### config.mk
export PLATFORM = sky130hd
export DESIGN_NAME = mem_stream_reader
export DESIGN_NICKNAME = d
export VERILOG_FILES = /design/src/rtl/mem_stream_reader_pkg.sv /design/src/rtl/mem_stream_reader_fifo2_skid.sv /design/src/rtl/mem_stream_reader.sv
export SDC_FILE = /design/constraint.sdc
export NUM_CORES = 1
export LEC_CHECK = 0
export BUFFER_PORTS_ARGS = -buffer_cell sky130_fd_sc_hd__buf_2
export CAP_MARGIN = 20
export CORE_UTILIZATION = 35
export DETAILED_ROUTE_END_ITERATION = 7
export PLACE_DENSITY = 0.61
export SYNTH_ARGS = -nofsm -noshare
export SYNTH_HDL_FRONTEND = slang
export SYNTH_SLANG_ARGS = --single-unit
### constraint.sdc
create_clock -name i_CLK -period 7.6 [get_ports i_CLK]
set_clock_uncertainty 0.2 [all_clocks]
set_input_delay 1.14 -clock i_CLK [delete_from_list [all_inputs] [get_ports i_CLK]]
set_output_delay 1.14 -clock i_CLK [all_outputs]
set_load 0.05 [all_outputs]
### src/rtl/mem_stream_reader_pkg.sv
// mem_stream_reader_pkg
// Purpose: constants and types shared by the line-buffer read sequencer and
//          its output FIFO. The width defaults match the line-buffer BRAM.
// Contents:
//   NB_ADDRESS_DEF  default memory address width
//   RAM_WIDTH_DEF   default memory word width
//   state_t         sequencer FSM state encoding
package mem_stream_reader_pkg;

  localparam int NB_ADDRESS_DEF = 10;
  localparam int RAM_WIDTH_DEF  = 13;

  typedef enum logic [1:0] {
    ST_IDLE  = 2'd0,
    ST_RUN   = 2'd1,
    ST_DRAIN = 2'd2
  } state_t;

endpackage

### src/rtl/mem_stream_reader_fifo2_skid.sv
// fifo2_skid
// Purpose: 2-entry in-order synchronous FIFO that absorbs words still in
//          flight from the memory while the downstream stalls.
// Ports:
//   i_CLK        clock, rising edge
//   i_reset      synchronous active-low reset, clears storage and count
//   i_push       write i_pushData this cycle
//   i_pushData   word to store
//   i_pop        consume the head word this cycle
//   o_headData   head word (entry 0)
//   o_headValid  FIFO holds at least one word
//   o_count      occupancy, 0..2
module fifo2_skid
  import mem_stream_reader_pkg::*;
#(
  parameter int WIDTH = RAM_WIDTH_DEF
) (
  input  logic             i_CLK,
  input  logic             i_reset,
  input  logic             i_push,
  input  logic [WIDTH-1:0] i_pushData,
  input  logic             i_pop,
  output logic [WIDTH-1:0] o_headData,
  output logic             o_headValid,
  output logic [1:0]       o_count
);

  logic [WIDTH-1:0] entry0;
  logic [WIDTH-1:0] entry1;
  logic [1:0]       count;
  logic             pop_ok;
  logic             push_ok;

  // A pop of an empty FIFO is ignored; a push into a full FIFO only lands
  // when the same cycle frees a slot.
  assign pop_ok  = i_pop && (count != 2'd0);
  assign push_ok = i_push && ((count != 2'd2) || pop_ok);

  // Entry 0 is always the head; a pop shifts entry 1 down.
  always_ff @(posedge i_CLK) begin
    if (!i_reset) begin
      entry0 <= '0;
      entry1 <= '0;
      count  <= 2'd0;
    end else begin
      case ({push_ok, pop_ok})
        2'b10: begin
          if (count == 2'd0) entry0 <= i_pushData;
          else               entry1 <= i_pushData;
          count <= count + 2'd1;
        end
        2'b01: begin
          entry0 <= entry1;
          count  <= count - 2'd1;
        end
        2'b11: begin
          if (count == 2'd1) begin
            entry0 <= i_pushData;
          end else begin
            entry0 <= entry1;
            entry1 <= i_pushData;
          end
        end
        default: begin
        end
      endcase
    end
  end

  assign o_headData  = entry0;
  assign o_headValid = (count != 2'd0);
  assign o_count     = count;

endmodule

### src/rtl/mem_stream_reader.sv
// mem_stream_reader
// Purpose: read-side sequencer for the line-buffer BRAM. A start command
//          issues consecutive addresses from a base (wrapping at the top of
//          memory), captures the words one cycle later and presents them as
//          a valid/ready stream through a 2-entry FIFO.
// Ports:
//   i_CLK       clock, rising edge
//   i_reset     synchronous active-low reset
//   i_start     start pulse, only looked at while idle
//   i_baseAdd   first address of the burst
//   i_length    number of words, 0..2^NB_ADDRESS
//   o_readAdd   memory read address
//   i_memData   memory read data (one cycle after the address)
//   o_data      stream data
//   o_valid     o_data valid
//   i_ready     downstream accepts when o_valid && i_ready
//   o_busy      burst in progress
//   o_done      one-cycle pulse after the last transfer
module mem_stream_reader
  import mem_stream_reader_pkg::*;
#(
  parameter int NB_ADDRESS = NB_ADDRESS_DEF,
  parameter int RAM_WIDTH  = RAM_WIDTH_DEF
) (
  input  logic                  i_CLK,
  input  logic                  i_reset,
  input  logic                  i_start,
  input  logic [NB_ADDRESS-1:0] i_baseAdd,
  input  logic [NB_ADDRESS:0]   i_length,
  output logic [NB_ADDRESS-1:0] o_readAdd,
  input  logic [RAM_WIDTH-1:0]  i_memData,
  output logic [RAM_WIDTH-1:0]  o_data,
  output logic                  o_valid,
  input  logic                  i_ready,
  output logic                  o_busy,
  output logic                  o_done
);

  localparam logic [NB_ADDRESS-1:0] ADDR_ONE = 1;
  localparam logic [NB_ADDRESS:0]   REM_ONE  = 1;

  state_t                state;
  logic [NB_ADDRESS-1:0] addr_cnt;
  logic [NB_ADDRESS-1:0] last_add;
  logic [NB_ADDRESS:0]   remaining;
  logic                  inflight;
  logic                  done_q;
  logic [1:0]            fifo_count;
  logic                  head_valid;
  logic                  pop;
  logic [2:0]            occupancy;
  logic [2:0]            limit;
  logic                  issue;
  logic                  drain_done;

  assign pop = head_valid && i_ready;

  // A word issued this cycle is pushed at the end of the next one. By then
  // the FIFO holds fifo_count + inflight - pop words, which must leave room.
  assign occupancy = {1'b0, fifo_count} + {2'b00, inflight};
  assign limit     = 3'd2 + {2'b00, pop};
  assign issue     = (state == ST_RUN) && (occupancy < limit);

  // The burst is finished once nothing is in flight and this cycle's pop
  // empties the FIFO.
  assign drain_done = !inflight && (fifo_count == {1'b0, pop});

  // The address is presented during the issue cycle itself so the memory
  // samples it at the closing edge; otherwise the last issued address stays
  // on the bus.
  assign o_readAdd = issue ? addr_cnt : last_add;

  // Sequencer: latches the burst on start, walks the address counter on
  // every issue, and raises done once the last word has left the FIFO.
  always_ff @(posedge i_CLK) begin
    if (!i_reset) begin
      state     <= ST_IDLE;
      addr_cnt  <= '0;
      last_add  <= '0;
      remaining <= '0;
      inflight  <= 1'b0;
      done_q    <= 1'b0;
    end else begin
      done_q   <= 1'b0;
      inflight <= issue;
      case (state)
        ST_IDLE: begin
          if (i_start) begin
            if (i_length != '0) begin
              state     <= ST_RUN;
              addr_cnt  <= i_baseAdd;
              remaining <= i_length;
            end else begin
              done_q <= 1'b1;
            end
          end
        end
        ST_RUN: begin
          if (issue) begin
            last_add  <= addr_cnt;
            addr_cnt  <= addr_cnt + ADDR_ONE;
            remaining <= remaining - REM_ONE;
            if (remaining == REM_ONE) state <= ST_DRAIN;
          end
        end
        ST_DRAIN: begin
          if (drain_done) begin
            state  <= ST_IDLE;
            done_q <= 1'b1;
          end
        end
        default: state <= ST_IDLE;
      endcase
    end
  end

  fifo2_skid #(
    .WIDTH(RAM_WIDTH)
  ) u_fifo (
    .i_CLK      (i_CLK),
    .i_reset    (i_reset),
    .i_push     (inflight),
    .i_pushData (i_memData),
    .i_pop      (pop),
    .o_headData (o_data),
    .o_headValid(head_valid),
    .o_count    (fifo_count)
  );

  assign o_valid = head_valid;
  assign o_busy  = (state != ST_IDLE);
  assign o_done  = done_q;

endmodule

==> impl_metrics.yaml <==
route:
  wl_mm: 7.41
  route.vias.total: 2817
  drc: 0
  drt-initial-drc-count: 123
  wl_per_cell_um: 14.0
  via_per_inst: 5.33
  drt-pass1-iter-count: 4
  final_antenna_net_count: 0
critical_path:
  crit_path_frequent_cell: "buf_2"
  cp-end-kind: "output port"
  path_class: "primary input to output port"
  required_ps: 6260
  worstPathCellList: "buf_2 -> nand2b_1 -> o21a_4 -> nor3_4 -> mux2_2 -> buf_2"
  cp_data_arrival_time_ps: 2810
  slowest_stage: "nor3_4"
  startpoint_type: "primary input"
  critical_path.max_fanout: 10
  cpPeakStageDelay_ps: 500
min_path:
  min_path_type: "flip-flop to flip-flop"
power_and_ir_drop:
  peakVddDrop_mv: 0.134
  power_mw: 1.32
  leakage_nw: 1.62
  powerDensity_nw_per_um2: 364
cts:
  cts_setup_buffers: 0
  htreeDepth: 3
  cts_resized: 0
  cts.sinks: 63
  numCtsBuffers: 9
  cts_tree: "done"
  cts_root_buffer: "clkbuf_8"
  clk_pin_slew_worst_paths_ps: 70
  clkLatencyLatePin_ps: 340
  cts_buffer_depth: 2
  hold_buffers: 0
sta:
  period_share_pct: 54.7
  final_hold_viol_count: 0
  period_minus_slack_ps: 4150
  setup-tns-final_ps: 0
  setup_violations: 0
  rsz0062_at_grt: "false"
  fmaxAchievable_mhz: 241
  finalMaxSlewViolations: 0
  worst_pin_slew_ps: 903
  relSlewSlack_pct: 39.6
  whs_ps: 288
layout:
  fin_nets: 463
  area_growth_syn_to_layout_pct: 16.7
  drive_above_1_share_pct: 22.6
  antennaDiodeCount: 0
global_routing:
  met2_usage_pct: 26.6
  top_usage_layer: "met2"
  gr-usage-met3_pct: 4.38
  use_met1_pct: 22.5
  grt_overflow: 0
  grt_pass1_vias: 2495
  track_usage_pct: 17.0
  grt_pass1_wl_mm: 12.0
  antenna_found_initial: 0
  grt_start_max_net_pins: 41
yosys:
  synth_seq_cells: 63
  ys_seq_area_share_pct: 40.4
  async_reset_ff_share_pct: 0
  synth_nets: 412
  synth_top_area_share_pct: 40.4
  ys_top_cells_by_area: "dfxtp_1 (40%), mux2i_1 (5.5%), nor2_1 (5.3%)"
  synth_edf_count: 0
  ys_types: 45
  yosys.area.top_type: "dfxtp_1"
  synth_area_um2: 3120
  avgSynthCellArea_um2: 8.53
  netlist_instances: 366
  synth.most_common_cell: "dfxtp_1"
  synthFlopType: "dfxtp_1"
  yosys_warnings: 0
  synth_common_cells: "dfxtp_1 (63), nor2_1 (44), nand2_1 (33)"
placed_design:
  dp_hpwl_mm: 4.92
  port_buffers: 63
  gp_congestion: 0.814
floorplanning:
  std_cell_rows: 34
  initial_core_util_pct: 36.0
  die_h_um: 96.4
  coreArea_um2: 8680
  io_pins: 64
  die_w_um: 96.4
  dieArea_um2: 9300
run:
  maxCapViolations: 0
run_status:
  status: "complete, no violations"
==> cell type report <==
cell class                 instances  area, um^2
timing repair buffer              66         338
multi-input combinational        266        1700
clock inverter                     4        22.5
clock buffer                      11         141
sequential                        63        1260
tap                              108         135
fill                             886        5030
inverter                          11        41.3
==> power by group <==
group          switching (mW)  internal, mW
Combinational           0.403         0.199
Sequential             0.0632         0.405
Clock                   0.132         0.124
==> sequential cells by signal (all words and copies together) (netlist names) <==
register,flops
u_fifo.entry1,13
u_fifo.o_headData,13
remaining,11
addr_cnt,10
last_add,10
state,2
u_fifo.o_count,2
inflight,1
o_done,1
==> worst max-delay path: cells and delay by family <==
kind | cells | cell delay, ps
and+or+nand+nor | 2 | 670
muxes | 1 | 410
buffers and inverters | 2 | 320
AOI/OAI and AO/OA | 1 | 260
==> through the flow <==
stage / setup WS (ps) / cell area (um^2) / instances / util, %
CTS: 3410 / 3640 / 529 / 42.0
global route: 3300 / 3640 / 529 / 42.0
finish: 3450 / 3640 / 529 / 42.0
floorplan: 3860 / 3120 / 366 / -
global placement: 3460 / 3480 / 514 / 40.1
detailed placement: 3420 / 3480 / 514 / 40.1
==> cells in the final DEF, fill, tap and decap left out, types with 10 or more instances in the layout <==
| master | netlist | final |
|---|---|---|
| dfxtp_1 | 63 | 63 |
| buf_2 | 4 | 63 |
| nor2_1 | 44 | 44 |
| nand2_1 | 33 | 33 |
| a21oi_1 | 22 | 22 |
| o21ai_0 | 19 | 19 |
| nand3_1 | 18 | 18 |
| mux2i_1 | 17 | 17 |
| a311oi_1 | 15 | 15 |
| inv_1 | 10 | 10 |
| and2_1 | 10 | 10 |
| clkbuf_8 | 0 | 10 |
==> per-layer routing <==
| layer | wire length (um) | part of all wire (%) |
|---|---|---|
| met1 | 3580 | 48 |
| met2 | 3350 | 45 |
| met3 | 401 | 5.4 |
| met4 | 86 | 1.2 |
| met5 | 0 | 0 |
==> logic make-up after synthesis <==
family                   share of synthesized area (%)
AND/OR/NAND/NOR                                   21.4
AO/OA/AOI/OAI                                     17.0
flip-flops                                        40.4
buffers and inverters                             5.01
multiplexers                                      9.30
XOR/XNOR                                          3.65
adder cells (fa/ha/maj)                           3.21
==> worst paths after layout <==
path / cells past startpoint / slack (ps) / to / start
max: 6 / 3450 / o_readAdd[0] / i_ready
min: 2 / 290 / u_fifo.o_headData[8] / u_fifo.entry1[8]
max reg2reg: 7 / 4680 / addr_cnt[2] / inflight
min reg2reg: 2 / 290 / u_fifo.o_headData[8] / u_fifo.entry1[8]
Power figures use the tool's default switching activity.
